==> config.mk <==
export PLATFORM = sky130hd
export DESIGN_NAME = gpu_pixel_writer
export DESIGN_NICKNAME = d
export VERILOG_FILES = /design/src/rtl/gpu_pkg.sv /design/src/rtl/gpu_pixel_fifo.sv /design/src/rtl/gpu_pixel_writer.sv
export SDC_FILE = /design/constraint.sdc
export NUM_CORES = 1
export LEC_CHECK = 0
export CAP_MARGIN = 15
export CORE_ASPECT_RATIO = 1.4
export CORE_UTILIZATION = 30
export CTS_BUF_LIST = sky130_fd_sc_hd__clkbuf_2 sky130_fd_sc_hd__clkbuf_4 sky130_fd_sc_hd__clkbuf_8
export CTS_CLUSTER_DIAMETER = 40
export DETAILED_ROUTE_END_ITERATION = 12
export SLEW_MARGIN = 10
export SYNTH_ARGS = -nofsm -noshare
export SYNTH_HDL_FRONTEND = slang
export SYNTH_HIERARCHICAL = 1
export SYNTH_SLANG_ARGS = --single-unit
==> constraint.sdc <==
create_clock -name clk -period 11 [get_ports clk]
set_input_delay 3.3 -clock clk [delete_from_list [all_inputs] [get_ports clk]]
set_output_delay 3.3 -clock clk [all_outputs]
set_load 0.01 [all_outputs]
==> src/rtl/gpu_pkg.sv <==
// Shared GPU definitions: framebuffer geometry defaults, pixel-writer FSM state
// and small arithmetic helpers used by the raster back-end.
package gpu_pkg;

  localparam int GPU_WIDTH       = 640;
  localparam int GPU_HEIGHT      = 480;
  localparam int GPU_WIDTH_BITS  = 10;
  localparam int GPU_HEIGHT_BITS = 9;
  localparam int GPU_ADDR_BITS   = 19;
  localparam int GPU_COLOR_BITS  = 24;
  localparam int GPU_FIFO_DEPTH  = 4;

  typedef enum logic [0:0] {
    WR_IDLE  = 1'b0,
    WR_ISSUE = 1'b1
  } writer_state_e;

  function automatic logic [7:0] sat_inc8(input logic [7:0] value);
    return (value == 8'hFF) ? value : value + 8'd1;
  endfunction

endpackage

==> src/rtl/gpu_pixel_fifo.sv <==
// Synchronous FIFO for pending framebuffer writes; pointers carry one extra
// wrap bit so full and empty are told apart without a separate counter.
module gpu_pixel_fifo #(
  parameter  int DATA_BITS = 43,
  parameter  int DEPTH     = 4,
  localparam int PTR_BITS  = $clog2(DEPTH)
) (
  input  logic                 clk,
  input  logic                 n_rst,
  input  logic                 push,
  input  logic [DATA_BITS-1:0] push_data,
  input  logic                 pop,
  output logic [DATA_BITS-1:0] pop_data,
  output logic                 full,
  output logic                 empty,
  output logic [PTR_BITS:0]    count
);

  logic [DATA_BITS-1:0] mem_r [DEPTH];
  logic [PTR_BITS:0]    wr_ptr_r;
  logic [PTR_BITS:0]    rd_ptr_r;
  logic                 do_push_s;
  logic                 do_pop_s;

  assign count     = wr_ptr_r - rd_ptr_r;
  assign empty     = (wr_ptr_r == rd_ptr_r);
  assign full      = (count == (PTR_BITS + 1)'(DEPTH));
  assign do_push_s = push & ~full;
  assign do_pop_s  = pop & ~empty;
  assign pop_data  = mem_r[rd_ptr_r[PTR_BITS-1:0]];

  // Read/write pointer registers.
  always_ff @(posedge clk or negedge n_rst) begin
    if (!n_rst) begin
      wr_ptr_r <= '0;
      rd_ptr_r <= '0;
    end else begin
      if (do_push_s) wr_ptr_r <= wr_ptr_r + (PTR_BITS + 1)'(1);
      if (do_pop_s)  rd_ptr_r <= rd_ptr_r + (PTR_BITS + 1)'(1);
    end
  end

  // Storage array; contents are only meaningful between the pointers.
  always_ff @(posedge clk) begin
    if (do_push_s) mem_r[wr_ptr_r[PTR_BITS-1:0]] <= push_data;
  end

endmodule

==> src/rtl/gpu_pixel_writer.sv <==
// Pixel writer: clips incoming pixels, buffers in-range ones as framebuffer word
// writes, issues them in order and reports flush completion.
module gpu_pixel_writer
  import gpu_pkg::*;
#(
  parameter int WIDTH       = GPU_WIDTH,
  parameter int HEIGHT      = GPU_HEIGHT,
  parameter int WIDTH_BITS  = GPU_WIDTH_BITS,
  parameter int HEIGHT_BITS = GPU_HEIGHT_BITS,
  parameter int ADDR_BITS   = GPU_ADDR_BITS,
  parameter int COLOR_BITS  = GPU_COLOR_BITS,
  parameter int FIFO_DEPTH  = GPU_FIFO_DEPTH
) (
  input  logic                   clk,
  input  logic                   n_rst,
  input  logic                   pix_valid,
  input  logic [WIDTH_BITS-1:0]  pix_x,
  input  logic [HEIGHT_BITS-1:0] pix_y,
  input  logic [COLOR_BITS-1:0]  pix_color,
  output logic                   pix_ready,
  input  logic                   flush,
  output logic                   flush_done,
  output logic                   mem_req,
  output logic [ADDR_BITS-1:0]   mem_addr,
  output logic [COLOR_BITS-1:0]  mem_wdata,
  input  logic                   mem_ack,
  output logic                   idle,
  output logic [7:0]             drop_count
);

  localparam int ENTRY_BITS = ADDR_BITS + COLOR_BITS;
  localparam int CNT_BITS   = $clog2(FIFO_DEPTH) + 1;

  writer_state_e         state_r;
  writer_state_e         state_next_s;
  logic                  ready_en_r;
  logic                  flush_pending_r;
  logic [7:0]            drop_count_r;
  logic                  full_s;
  logic                  empty_s;
  logic [CNT_BITS-1:0]   count_s;
  logic [ENTRY_BITS-1:0] head_s;
  logic [ENTRY_BITS-1:0] entry_s;
  logic [ADDR_BITS-1:0]  addr_s;
  logic                  in_range_s;
  logic                  accept_s;
  logic                  push_s;
  logic                  drop_s;
  logic                  issue_s;
  logic                  pop_s;
  logic                  last_pop_s;
  logic                  idle_s;
  logic                  flush_done_s;

  assign in_range_s = (32'(pix_x) < 32'(WIDTH)) && (32'(pix_y) < 32'(HEIGHT));
  assign addr_s     = ADDR_BITS'(pix_y) * ADDR_BITS'(WIDTH) + ADDR_BITS'(pix_x);
  assign entry_s    = {addr_s, pix_color};

  // No pass-through: a pop in the same cycle does not reopen a full buffer.
  assign pix_ready  = ready_en_r & ~full_s;
  assign accept_s   = pix_valid & pix_ready;
  assign push_s     = accept_s & in_range_s;
  assign drop_s     = accept_s & ~in_range_s;

  assign issue_s    = (state_r == WR_ISSUE);
  assign pop_s      = issue_s & mem_ack;
  assign last_pop_s = pop_s & (count_s == CNT_BITS'(1));
  assign idle_s     = ~issue_s & empty_s;
  assign flush_done_s = flush_pending_r & idle_s;

  gpu_pixel_fifo #(
    .DATA_BITS (ENTRY_BITS),
    .DEPTH     (FIFO_DEPTH)
  ) u_fifo (
    .clk       (clk),
    .n_rst     (n_rst),
    .push      (push_s),
    .push_data (entry_s),
    .pop       (pop_s),
    .pop_data  (head_s),
    .full      (full_s),
    .empty     (empty_s),
    .count     (count_s)
  );

  // Next-state logic; entering ISSUE on the push itself gives a one-cycle request latency.
  always_comb begin
    state_next_s = state_r;
    case (state_r)
      WR_IDLE: begin
        if (push_s | ~empty_s) state_next_s = WR_ISSUE;
        else                   state_next_s = WR_IDLE;
      end
      WR_ISSUE: begin
        if (last_pop_s & ~push_s) state_next_s = WR_IDLE;
        else                      state_next_s = WR_ISSUE;
      end
      default: state_next_s = WR_IDLE;
    endcase
  end

  // State, ready enable, flush tracking and clip counter registers.
  always_ff @(posedge clk or negedge n_rst) begin
    if (!n_rst) begin
      state_r         <= WR_IDLE;
      ready_en_r      <= 1'b0;
      flush_pending_r <= 1'b0;
      drop_count_r    <= 8'd0;
    end else begin
      state_r    <= state_next_s;
      ready_en_r <= 1'b1;
      if (flush_done_s) flush_pending_r <= 1'b0;
      else if (flush)   flush_pending_r <= 1'b1;
      if (drop_s) drop_count_r <= sat_inc8(drop_count_r);
    end
  end

  assign mem_req    = issue_s;
  assign mem_addr   = issue_s ? head_s[ENTRY_BITS-1:COLOR_BITS] : {ADDR_BITS{1'b0}};
  assign mem_wdata  = issue_s ? head_s[COLOR_BITS-1:0] : {COLOR_BITS{1'b0}};
  assign idle       = idle_s;
  assign flush_done = flush_done_s;
  assign drop_count = drop_count_r;

endmodule
==> results.md <==
## CTS
- **CTS clk-pin slew, worst paths** 100 ps
- **buffers inserted during post-CTS setup optimization** 0
- **number of H-tree branching levels** 4
- **buffer levels on the longest clock path** 2
- **insertion delay to the later sink of the worst-skew pair** 470 ps
- **TritonCTS clock tree** built
- **Sinks on Clock Net** 189
- **clock buffers created by TritonCTS** 17
- **CTS resizes** 0
- **cell at the root of the clock tree** clkbuf_8
- **number of hold buffers added after CTS** 0

## STA
- **final setup fails** 0
- **Final Slew Violations** 0
- **share of the clock period used by the worst path** 62.45%
- **total negative slack for setup checks** 0 ps
- **max_slew headroom** 23.39%
- **top achievable clock speed** 145.6 MHz
- **transition at the pin with the smallest max-transition slack** 1149 ps
- **RSZ-0062 raised after global routing** no
- **shortest clock period the worst path allows after layout** 6870 ps
- **Worst Clk Skew** 21.55 ps
- **Hold Violations, Final** 0

## Die
- **Cell Rows** 70
- **starting utilization of the core area** 30.63%
- **boundary pin count** 103
- **Die Width** 140.4 um
- **placeable core area** 26280 um^2
- **floorplan die height** 195.8 um
- **floorplan die area** 27490 um^2

## Worst setup path
- **r2r startpoint** u_fifo/rd_ptr_r[1]
- **cell-by-cell listing of the critical path** inv_1 > fa_1 > xnor3_2 > and2_2 > nor2b_1 > clkdlybuf4s50_1
- **Buf+Inv Stages, Crit Path** 2
- **Critical Path Start Type** flop
- **Setup Crit Path Kind** reg2out
- **reg2reg end** u_fifo/mem_r[2][40]
- **top cell family by delay on the critical path** flip-flops
- **depth of the most critical reg-to-reg path** 10
- **origin of the worst setup path** u_fifo/rd_ptr_r[1]
- **cell depth of the worst setup path** 6
- **Reg2Reg Setup Slack** 6700 ps
- **Worst Path Required** 7700 ps
- **Critical Path AT** 3570 ps
- **largest fanout of any net on the critical path** 46
- **end of the critical path** pix_ready
- **crit-path max cell delay** 1130 ps
- **standard cell with the maximum stage delay on the critical path** dfrtp_2
- **kind of end point of the critical path** primary output

## Layout
- **layout cell share with drive strength beyond 1** 16.55%
- **total area of multi-input combinational cells** 2342 um^2
- **number of filler instances in the final layout** 2476
- **final cell utilization of the core** 37.47%
- **final cell count without fillers** 880
- **area of all sequential standard cells** 5595 um^2
- **number of nets at the end of the flow** 619
- **Area growth, synth to finish** 22.33%
- **Antenna Cells** 0

## Global route
- **pin count of the biggest net entering global routing** 47
- **overall fraction of global-route tracks in use** 11.91%
- **number of antenna violations at the first check in global routing** 0
- **first-pass GRT wire length** 24460 um
- **number of global-route vias before repair** 4590
- **global-route congestion overflow total** 0

## Drt
- **aggregate routed wire length** 15140 um
- **initial DRC count** 185
- **antenna-violating nets left** 0
- **number of design rule violations left after detail routing** 0
- **average wire per cell in the routed design** 17.20 um
- **Initial DRT Pass Iterations** 5
- **DR vias/cell** 4.623
- **vias after detailed routing** 4068

## Power
- **power per cell area** 226.3 nW/um^2
- **Static Leakage** 3.288 nW
- **peak ir drop on the vdd network** 0.0001107 V

## Synthesis
- **sequential cell area fraction in the yosys report** 69.47%
- **number of synthesis warnings** 6
- **post-synthesis net count** 509
- **Post-Syn Area** 8048 um^2
- **count of mapped cells out of synthesis** 433
- **count of state elements after synthesis** 189
- **distinct cell type count of the synthesized netlist** 40
- **Post-Syn Area per Cell** 18.59 um^2

## Job
- **number of violations of the max-capacitance limit** 0

## Worst hold path
- **Hold Crit Class** reg2reg

## Outcome
- **outcome** finished, final reports clean

## Place
- **number of port buffers** 102
- **detailed placement HPWL** 9744 um
- **routability congestion estimate** 0.7637
- **placed instance count** 847

per-stage QoR:
step	setup slack, ps	power (mW)	hold slack [ps]	instance area, um^2
floorplan	5474	1.460	455.7	8048
global placement	4601	1.796	480.6	9427
detailed placement	4524	1.813	491.3	9427
CTS	4004	2.269	516.3	9823
global route	3867	2.356	537.4	9844
finish	4130	2.228	509.2	9844
area by class of cell:
cell class              count  area share (%)
clock buffers              19           2.529
clock inverters            13           1.500
inverters                  11          0.4194
multi-input cells         218           23.79
flip-flops and latches    189           56.84
well taps                 324           4.118
repair buffers            106           10.80
sequential cells by signal, summed over array words and instances (netlist names):
name,count
drop_count,8
flush_pending_r,1
mem_req,1
ready_en_r,1
u_fifo/mem_r,172
u_fifo/rd_ptr_r,3
u_fifo/wr_ptr_r,3
worst reg2reg max path, stage by stage (launching register included):
cell and delay, ps:
dfrtp_2 1130, inv_1 220, fa_1 500, xnor3_2 290
and2_2 200, nor2b_1 200, nand2_1 100, nor2_1 230
a21boi_4 290, and2_2 560, buf_12 270
layout by cell type (no fill, tap or decap), types with 4 or more instances in the layout:
master	n
mux4_2	43
xor2_1	9
nand4_1	6
xnor2_1	18
nand3_1	4
ha_1	25
clkinv_2	5
nand2_1	11
edfxtp_1	172
and2_1	45
clkdlybuf4s50_1	102
o21ai_0	5
inv_1	11
nor2b_1	5
clkbuf_8	17
and2_2	4
nor2_1	12
dfrtp_1	15
metal layers:
metal / global-route usage [%] / vias up / share of wire (%)
li1: - / 1888 / -
met1: 13.44 / 2082 / 41
met2: 21.89 / 85 / 55
met3: 2.636 / 13 / 3.5
met4: 4.274 / 0 / 1.4
met5: 0 / - / 0
cell families after synthesis:
| kind of cell | share of synthesized area [%] |
|---|---|
| other cells | 0.04660 |
| simple gates | 6.748 |
| mux | 12.31 |
| fa+ha+maj | 4.633 |
| buf+inv | 1.477 |
| compound gates | 2.083 |
| xor+xnor | 3.234 |
| flops | 69.47 |
worst min-delay path by stage:
| stage | start | slack [ps] | cells past startpoint | end |
|---|---|---|---|---|
| 2_1_floorplan | flush_pending_r | 460 | 2 | flush_pending_r |
| 3_3_place_gp | flush_pending_r | 480 | 2 | flush_pending_r |
| 3_5_place_dp | flush_pending_r | 490 | 2 | flush_pending_r |
| 4_1_cts | flush_pending_r | 520 | 2 | flush_pending_r |
| 5_1_grt | drop_count[7] | 540 | 1 | drop_count[7] |
| 6_report | flush_pending_r | 510 | 2 | flush_pending_r |
Yosys cell counts (all sizes together):
cell type  instances  area share [%]
a21boi             1            0.23
a311oi             1            0.19
mux4              43              12
a21o               3            0.28
o211ai             1           0.093
nand3              5            0.37
xor2               9            0.98
xnor3              1            0.30
o21ai              7            0.44
conb               1           0.047
a21oi              4            0.30
ha                25             3.9
clkbuf             7            0.33
xnor2             18             2.0
nor2b              5            0.39
dfrtp             17             5.3
inv               11            0.51
nor4               1            0.26
and2              50             3.9
buf                8            0.64
o22ai              2            0.16
o21bai             1           0.093
mux2               2            0.28
a211oi             1           0.093
and4               1            0.11
edfxtp           172              64
fa                 3            0.75
nand4              6            0.47
nor3               1           0.062
o2111ai            1            0.11
nand2             11            0.51
o311ai             1            0.11
nor2              12            0.56
and3               1           0.078
power by group:
part	total [mW]	switching, mW	internal, mW
Sequential	1.00	0.119	0.881
Clock	0.455	0.228	0.227
Combinational	0.773	0.305	0.468
Total	2.23	0.652	1.58
Power figures use the tool's default switching activity.
